[src/rtl/riscv_mc_pkg.sv]
// Shared types and constants for the multicycle RV32 subset core:
// controller states, opcode/funct3 values and the 3-bit ALU control code.
package riscv_mc_pkg;

    typedef enum logic [3:0] {
        S_FETCH,
        S_DECODE,
        S_MEMADR,
        S_MEMREAD,
        S_MEMWB,
        S_MEMWRITE,
        S_EXECUTER,
        S_EXECUTEI,
        S_ALUWB,
        S_BEQ,
        S_JAL,
        S_TRAP
    } state_t;

    localparam logic [6:0] OP_LOAD   = 7'b0000011;
    localparam logic [6:0] OP_STORE  = 7'b0100011;
    localparam logic [6:0] OP_RTYPE  = 7'b0110011;
    localparam logic [6:0] OP_ITYPE  = 7'b0010011;
    localparam logic [6:0] OP_BRANCH = 7'b1100011;
    localparam logic [6:0] OP_JAL    = 7'b1101111;

    localparam logic [2:0] F3_ADD = 3'b000;
    localparam logic [2:0] F3_SLT = 3'b010;
    localparam logic [2:0] F3_OR  = 3'b110;
    localparam logic [2:0] F3_AND = 3'b111;

    localparam logic [2:0] ALU_ADD = 3'b000;
    localparam logic [2:0] ALU_SUB = 3'b001;
    localparam logic [2:0] ALU_AND = 3'b010;
    localparam logic [2:0] ALU_OR  = 3'b011;
    localparam logic [2:0] ALU_SLT = 3'b101;

    // sub_sel must be 0 for I-type: instr[30] there is an immediate bit.
    function automatic logic [2:0] alu_ctrl(input logic [2:0] funct3, input logic sub_sel);
        logic [2:0] ctrl;
        ctrl = ALU_ADD;
        case (funct3)
            F3_ADD:  ctrl = sub_sel ? ALU_SUB : ALU_ADD;
            F3_SLT:  ctrl = ALU_SLT;
            F3_OR:   ctrl = ALU_OR;
            F3_AND:  ctrl = ALU_AND;
            default: ctrl = ALU_ADD;
        endcase
        return ctrl;
    endfunction

endpackage

[src/rtl/riscv_mc_core_ctrl.sv]
// Main controller FSM for the multicycle core: sequences fetch, decode,
// execute and memory phases and owns the memory request/write strobes.
module mc_ctrl
    import riscv_mc_pkg::*;
(
    input  logic       clk,
    input  logic       reset,
    input  logic [6:0] opcode,
    input  logic       xfer,
    output state_t     state,
    output logic       mem_req,
    output logic       mem_we,
    output logic       illegal
);

    state_t state_q, state_d;
    logic   illegal_q, illegal_d;

    always_comb begin
        state_d = state_q;
        case (state_q)
            S_FETCH:    if (xfer) state_d = S_DECODE;
            S_DECODE: begin
                case (opcode)
                    OP_LOAD, OP_STORE: state_d = S_MEMADR;
                    OP_RTYPE:          state_d = S_EXECUTER;
                    OP_ITYPE:          state_d = S_EXECUTEI;
                    OP_BRANCH:         state_d = S_BEQ;
                    OP_JAL:            state_d = S_JAL;
                    default:           state_d = S_TRAP;
                endcase
            end
            S_MEMADR:   state_d = (opcode == OP_LOAD) ? S_MEMREAD : S_MEMWRITE;
            S_MEMREAD:  if (xfer) state_d = S_MEMWB;
            S_MEMWB:    state_d = S_FETCH;
            S_MEMWRITE: if (xfer) state_d = S_FETCH;
            S_EXECUTER, S_EXECUTEI: state_d = S_ALUWB;
            S_ALUWB, S_BEQ, S_JAL:  state_d = S_FETCH;
            S_TRAP:     state_d = S_TRAP;
            default:    state_d = S_TRAP;
        endcase
    end

    assign illegal_d = illegal_q | (state_d == S_TRAP);

    always_ff @(posedge clk) begin
        if (reset) begin
            state_q   <= S_FETCH;
            illegal_q <= 1'b0;
        end else begin
            state_q   <= state_d;
            illegal_q <= illegal_d;
        end
    end

    // Request is decoded from the state flop but masked by reset so a held
    // reset never presents a fetch, and the first post-reset cycle does.
    assign mem_req = ~reset & ((state_q == S_FETCH) || (state_q == S_MEMREAD)
                               || (state_q == S_MEMWRITE));
    assign mem_we  = ~reset & (state_q == S_MEMWRITE);
    assign state   = state_q;
    assign illegal = illegal_q;

endmodule

[src/rtl/riscv_mc_core.sv]
// Multicycle RV32 subset core with a single unified memory port.
// Datapath registers, register file, immediate extension and ALU live here.
module riscv_mc_core
    import riscv_mc_pkg::*;
#(
    parameter int unsigned     XLEN     = 32,
    parameter logic [XLEN-1:0] RESET_PC = 32'h0000_0000
) (
    input  logic            clk,
    input  logic            reset,
    output logic            mem_req,
    output logic            mem_we,
    output logic [XLEN-1:0] mem_addr,
    output logic [XLEN-1:0] mem_wdata,
    input  logic [XLEN-1:0] mem_rdata,
    input  logic            mem_ready,
    output logic            illegal,
    output logic [XLEN-1:0] pc
);

    state_t          state;
    logic            xfer;
    logic [XLEN-1:0] pc_q, pc_d;
    logic [XLEN-1:0] ir_q, ir_d;
    logic [XLEN-1:0] oldpc_q, oldpc_d;
    logic [XLEN-1:0] a_q, a_d;
    logic [XLEN-1:0] b_q, b_d;
    logic [XLEN-1:0] aluout_q, aluout_d;
    logic [XLEN-1:0] data_q, data_d;

    logic [6:0]      opcode;
    logic [4:0]      rs1, rs2, rd;
    logic [2:0]      funct3;
    logic [XLEN-1:0] imm_i, imm_s, imm_b, imm_j;

    logic [XLEN-1:0] rf_q [32];
    logic [XLEN-1:0] rs1_val, rs2_val;
    logic            rf_we;
    logic [XLEN-1:0] rf_wd;

    logic [2:0]      alu_op;
    logic [XLEN-1:0] alu_a, alu_b, alu_y;

    assign xfer = mem_req & mem_ready;

    mc_ctrl u_ctrl (
        .clk     (clk),
        .reset   (reset),
        .opcode  (opcode),
        .xfer    (xfer),
        .state   (state),
        .mem_req (mem_req),
        .mem_we  (mem_we),
        .illegal (illegal)
    );

    assign opcode = ir_q[6:0];
    assign rd     = ir_q[11:7];
    assign funct3 = ir_q[14:12];
    assign rs1    = ir_q[19:15];
    assign rs2    = ir_q[24:20];

    assign imm_i = {{(XLEN-12){ir_q[31]}}, ir_q[31:20]};
    assign imm_s = {{(XLEN-12){ir_q[31]}}, ir_q[31:25], ir_q[11:7]};
    assign imm_b = {{(XLEN-13){ir_q[31]}}, ir_q[31], ir_q[7], ir_q[30:25], ir_q[11:8], 1'b0};
    assign imm_j = {{(XLEN-21){ir_q[31]}}, ir_q[31], ir_q[19:12], ir_q[20], ir_q[30:21], 1'b0};

    assign rs1_val = (rs1 == 5'd0) ? '0 : rf_q[rs1];
    assign rs2_val = (rs2 == 5'd0) ? '0 : rf_q[rs2];

    always_ff @(posedge clk) begin
        if (rf_we && (rd != 5'd0)) begin
            rf_q[rd] <= rf_wd;
        end
    end

    assign alu_a  = a_q;
    assign alu_b  = (state == S_EXECUTER) ? b_q : imm_i;
    assign alu_op = alu_ctrl(funct3, (state == S_EXECUTER) & ir_q[30]);

    always_comb begin
        alu_y = '0;
        case (alu_op)
            ALU_ADD: alu_y = alu_a + alu_b;
            ALU_SUB: alu_y = alu_a - alu_b;
            ALU_AND: alu_y = alu_a & alu_b;
            ALU_OR:  alu_y = alu_a | alu_b;
            ALU_SLT: alu_y[0] = $signed(alu_a) < $signed(alu_b);
            default: alu_y = alu_a + alu_b;
        endcase
    end

    always_comb begin
        pc_d     = pc_q;
        ir_d     = ir_q;
        oldpc_d  = oldpc_q;
        a_d      = a_q;
        b_d      = b_q;
        aluout_d = aluout_q;
        data_d   = data_q;
        rf_we    = 1'b0;
        rf_wd    = aluout_q;
        case (state)
            S_FETCH: begin
                if (xfer) begin
                    ir_d    = mem_rdata;
                    oldpc_d = pc_q;
                    pc_d    = pc_q + XLEN'(4);
                end
            end
            S_DECODE: begin
                a_d = rs1_val;
                b_d = rs2_val;
            end
            S_MEMADR:   aluout_d = a_q + ((opcode == OP_STORE) ? imm_s : imm_i);
            S_MEMREAD:  if (xfer) data_d = mem_rdata;
            S_MEMWB: begin
                rf_we = 1'b1;
                rf_wd = data_q;
            end
            S_EXECUTER, S_EXECUTEI: aluout_d = alu_y;
            S_ALUWB: begin
                rf_we = 1'b1;
                rf_wd = aluout_q;
            end
            S_BEQ:      if (a_q == b_q) pc_d = oldpc_q + imm_b;
            S_JAL: begin
                rf_we = 1'b1;
                rf_wd = oldpc_q + XLEN'(4);
                pc_d  = oldpc_q + imm_j;
            end
            default: ;
        endcase
    end

    always_ff @(posedge clk) begin
        if (reset) begin
            pc_q     <= RESET_PC;
            ir_q     <= '0;
            oldpc_q  <= '0;
            a_q      <= '0;
            b_q      <= '0;
            aluout_q <= '0;
            data_q   <= '0;
        end else begin
            pc_q     <= pc_d;
            ir_q     <= ir_d;
            oldpc_q  <= oldpc_d;
            a_q      <= a_d;
            b_q      <= b_d;
            aluout_q <= aluout_d;
            data_q   <= data_d;
        end
    end

    assign mem_addr  = (state == S_FETCH) ? pc_q : aluout_q;
    assign mem_wdata = b_q;
    assign pc        = pc_q;

endmodule

[config.mk]
export PLATFORM = sky130hd
export DESIGN_NAME = riscv_mc_core
export DESIGN_NICKNAME = d
export VERILOG_FILES = /design/src/rtl/riscv_mc_pkg.sv /design/src/rtl/riscv_mc_core_ctrl.sv /design/src/rtl/riscv_mc_core.sv
export SDC_FILE = /design/constraint.sdc
export NUM_CORES = 2
export LEC_CHECK = 0
export BUFFER_PORTS_ARGS = -buffer_cell sky130_fd_sc_hd__buf_4
export CORE_UTILIZATION = 45
export DETAILED_ROUTE_END_ITERATION = 10
export PLACE_DENSITY_LB_ADDON = 0.15
export SETUP_SLACK_MARGIN = 0.15
export SLEW_MARGIN = 20
export SYNTH_ARGS = -nofsm -noshare
export SYNTH_HDL_FRONTEND = slang
export SYNTH_SLANG_ARGS = --single-unit
[constraint.sdc]
create_clock -name clk -period 4.3 [get_ports clk]
set_clock_uncertainty 0.2 [all_clocks]
set_input_delay 0.215 -clock clk [delete_from_list [all_inputs] [get_ports clk]]
set_output_delay 0.215 -clock clk [all_outputs]
set_load 0.05 [all_outputs]
==> results.cfg <==
[outcome]
status = finished, violations left
violations = design-rule violations

[floorplanning]
dieWidth_um = 384
start_util_pct = 45.5
core_area_um2 = 144000
rows = 139
dieArea_um2 = 147000
boundaryPins = 134
die_h_um = 384

[detailed_routing]
met2RoutedLength_mm = 105
ant_nets = 0
finalWirelength_mm = 222
drt-initial-drc-count = 5727
wl_per_cell_um = 32.1
wl_met1_mm = 87.7
vias = 44600
wl_met3_mm = 18.4
drt-pass1-iter-count = 11
viasPerCell = 6.45
highest_layer = met5
drc = 21

[cts]
root_buffer = clkbuf_16
clk_pin_slew_ns = 0.06
cts_buffers = 143
cts_buffer_depth = 3
cts_htree_levels = 4
cts_num_sinks = 1263
clkLatencyLatePin_ns = 0.80
cts_tree = built

[yosys]
synth_enable_flop_cells = 1024
yosysTopAreaCellShare_pct = 46.9
netlist-cell-type-count = 94
synthFlopType = edfxtp_1
yosys_warnings = 0
synth_cells = 4541
synth_area_um2 = 65600
synth_area_leaders = edfxtp_1 (47%), mux4_2 (22%), dfxtp_1 (7.3%)
synth-seq-cells = 1263
synth_top_area_cell = edfxtp_1
syn_avg_cell_area_um2 = 14.4
synthArstFlopShare_pct = 0
synth_seq_area_share_pct = 54.2

[pwr]
power_density_nw_per_um2 = 490
irDropWorstVdd_uv = 474
p_total_mw = 37.7
p_leak_nw = 25.3

[timing]
relSlewSlack_pct = 24.4
whs_ns = 0.0540
setup_viol = 0
fmax_mhz = 246
drv_slew = 0
rsz0062_at_grt = true
fin_crit_sh_pct = 94.5
fin_crit_ns = 4.06
tightest_slew_ns = 1.13
fin_setup_tns_ns = 0
finalHoldViolCount = 0

[layout]
nets = 5104
design_area_um2 = 77000
area_delta_synth_final_pct = 17.4
register_area_um2 = 35600
drive_above_1_share_pct = 31.0
multi_input_area_um2 = 29600
diodes = 0
layoutNonFillerInstCount = 6917
num-fill-cells = 11800

[setup_path]
worstPathMaxFanout = 11
critical-path-top-delay-family = compound AO/OA/AOI/OAI gates
path_cells = and4bb_4 > buf_12 > mux2_2 > ha_1 > nand4_1 > buf_4 > a21oi_1 > nor2_1 > a21oi_2 > a211oi_2 > buf_4 > o311ai_2 > buf_4 > a2bb2oi_1 > a21oi_1 > o221ai_1 > buf_4 > a21oi_1
r2r-start = u_ctrl.state[3]
crit_required_ns = 4.75
setup.worst_path.end_class = register
r2r.worst_path.cells = 18
path_common_cell = buf_4
r2r-end = aluout_q[20]
critPathArrivalTime_ns = 4.51
r2r_slack_ns = 0.24
critPathMaxStageDelay_ns = 0.38
cp_num_buf_inv = 5
crit_path_top_delay_cell = and4bb_4
path_class = reg2reg
cp-start-kind = register

[placement]
place_area_um2 = 71200
gp_congestion = 0.990
io_buffers = 133
dp_cells = 6599
hpwl_mm = 144

[global_route]
grt_max_degree = 177
grt.total_usage_pct = 30.1
antenna_found_initial = 2
grt_pass1_vias = 43400
overflow = 0
grt_pass1_wl_mm = 315

[job]
cap_violations = 0

[min_path]
hold_path_depth = 4
hold-path-endpoint = data_q[13]
hold_path.class = in2reg
hp-start = mem_rdata[13]
==> timing repair <==
item,in CTS,in global routing
pin swaps,14,40
gates resized for setup,29,116
endpoints found under the hold margin,106,0
buffers inserted,4,17
gates cloned,1,1
hold buffers,40,0
setup endpoints to repair,15,30
==> tightest hold or removal path: stages <==
cell           delay, ns
dlygate4sd3_1       0.54
buf_4               0.15
nand2_1             0.05
a21oi_1             0.05
==> placed cells by master (no fill, tap or decap), drive strengths merged, types with 22 or more instances in the layout <==
cell type    instances
edfxtp            1024
nor3                48
o21bai              22
ha                 160
o21ai              152
a211oi              36
a22oi               34
dlygate4sd3         39
mux2i               71
a21oi              342
mux4               640
and3                33
nand2              417
clkinv              49
xor2                48
inv                126
buf                444
a31oi               27
nand2b              23
dfxtp              239
nor2               307
xnor2               91
nand4               22
mux2                48
conb                32
nand3               54
a21o                34
clkbuf             193
==> sequential cells by signal, summed over array words and instances, names as in the netlist, named ones only <==
register,cells
a_q,32
aluout_q,32
data_q,32
ir_q,32
mem_wdata,32
oldpc_q,32
pc,32
rf_q,1024
u_ctrl.illegal,1
u_ctrl.state,4
==> how the worst max path moves through the flow <==
stage / from / to / slack, ns / cells past startpoint
global route: u_ctrl.state[3] / aluout_q[29] / 0.04 / 17
detailed placement: ir_q[2] / aluout_q[29] / -0.17 / 17
global placement: ir_q[2] / aluout_q[27] / -0.11 / 15
finish: u_ctrl.state[3] / aluout_q[20] / 0.24 / 18
CTS: u_ctrl.state[3] / aluout_q[29] / 0.14 / 19
floorplan: u_ctrl.state[2] / aluout_q[22] / 0.16 / 17
==> metal layers <==
metal | global-route usage (%) | up-vias
li1 | - | 18800
met1 | 40.9 | 23200
met2 | 47.9 | 2233
met3 | 4.86 | 418
met4 | 13.0 | 4
met5 | 0 | -
==> cell type report <==
type                            count  area share, %
Clock inverter                     62          0.837
Multi-Input combinational cell   2890           38.4
Sequential cell                  1263           46.2
Clock buffer                      192           5.01
Inverter                          122          0.595
Timing Repair Buffer              485           5.82
Tap cell                         1903           3.09
==> Yosys cell counts (all sizes together) (5+ instances only) <==
cell type and count:
o22ai 14, nor4 15, or3 11, inv 122, mux4 640, nand3 54
a221o 11, mux2i 71, a211oi 36, ha 160, nor3 48, a31o 5
nand4 22, o21bai 22, and3 33, dfxtp 239, a21o 34, mux2 48
nor2 307, or4 5, and2 5, xnor2 91, o21a 10, a2111oi 12
a22oi 34, edfxtp 1024, a21oi 342, xor2 48, o221ai 19, nand2b 23
o211ai 9, o2111ai 6, clkbuf 198, o21ai 152, nor3b 6, nand2 417
or2 7, o31ai 15, buf 99, a221oi 18, a21boi 5, a31oi 27
nor2b 19
==> logic make-up after synthesis <==
kind of cell    count (synthesis)  synth area share, %
compound gates                811                 7.77
xor+xnor                      139                 1.86
fa+ha+maj                     164                 3.18
buf+inv                       419                 2.54
flops                        1263                 54.2
mux                           759                 23.9
other cells                     1              0.00572
simple gates                  985                 6.56
==> report_power, final <==
part / switching (mW) / internal [mW] / total (mW) / leakage (nW)
Clock: 5.16 / 6.71 / 11.9 / 2.18
Sequential: 0.683 / 14.1 / 14.8 / 11.4
Combinational: 6.58 / 4.49 / 11.1 / 11.7
==> metrics by stage <==
step                setup WS [ns]  utilization [%]
global placement           -0.106             49.4
global route               0.0438             53.5
detailed placement         -0.175             49.4
floorplan                   0.155                -
CTS                         0.140             53.0
finish                      0.236             53.5
No activity file was read; power rests on OpenSTA's default activity.
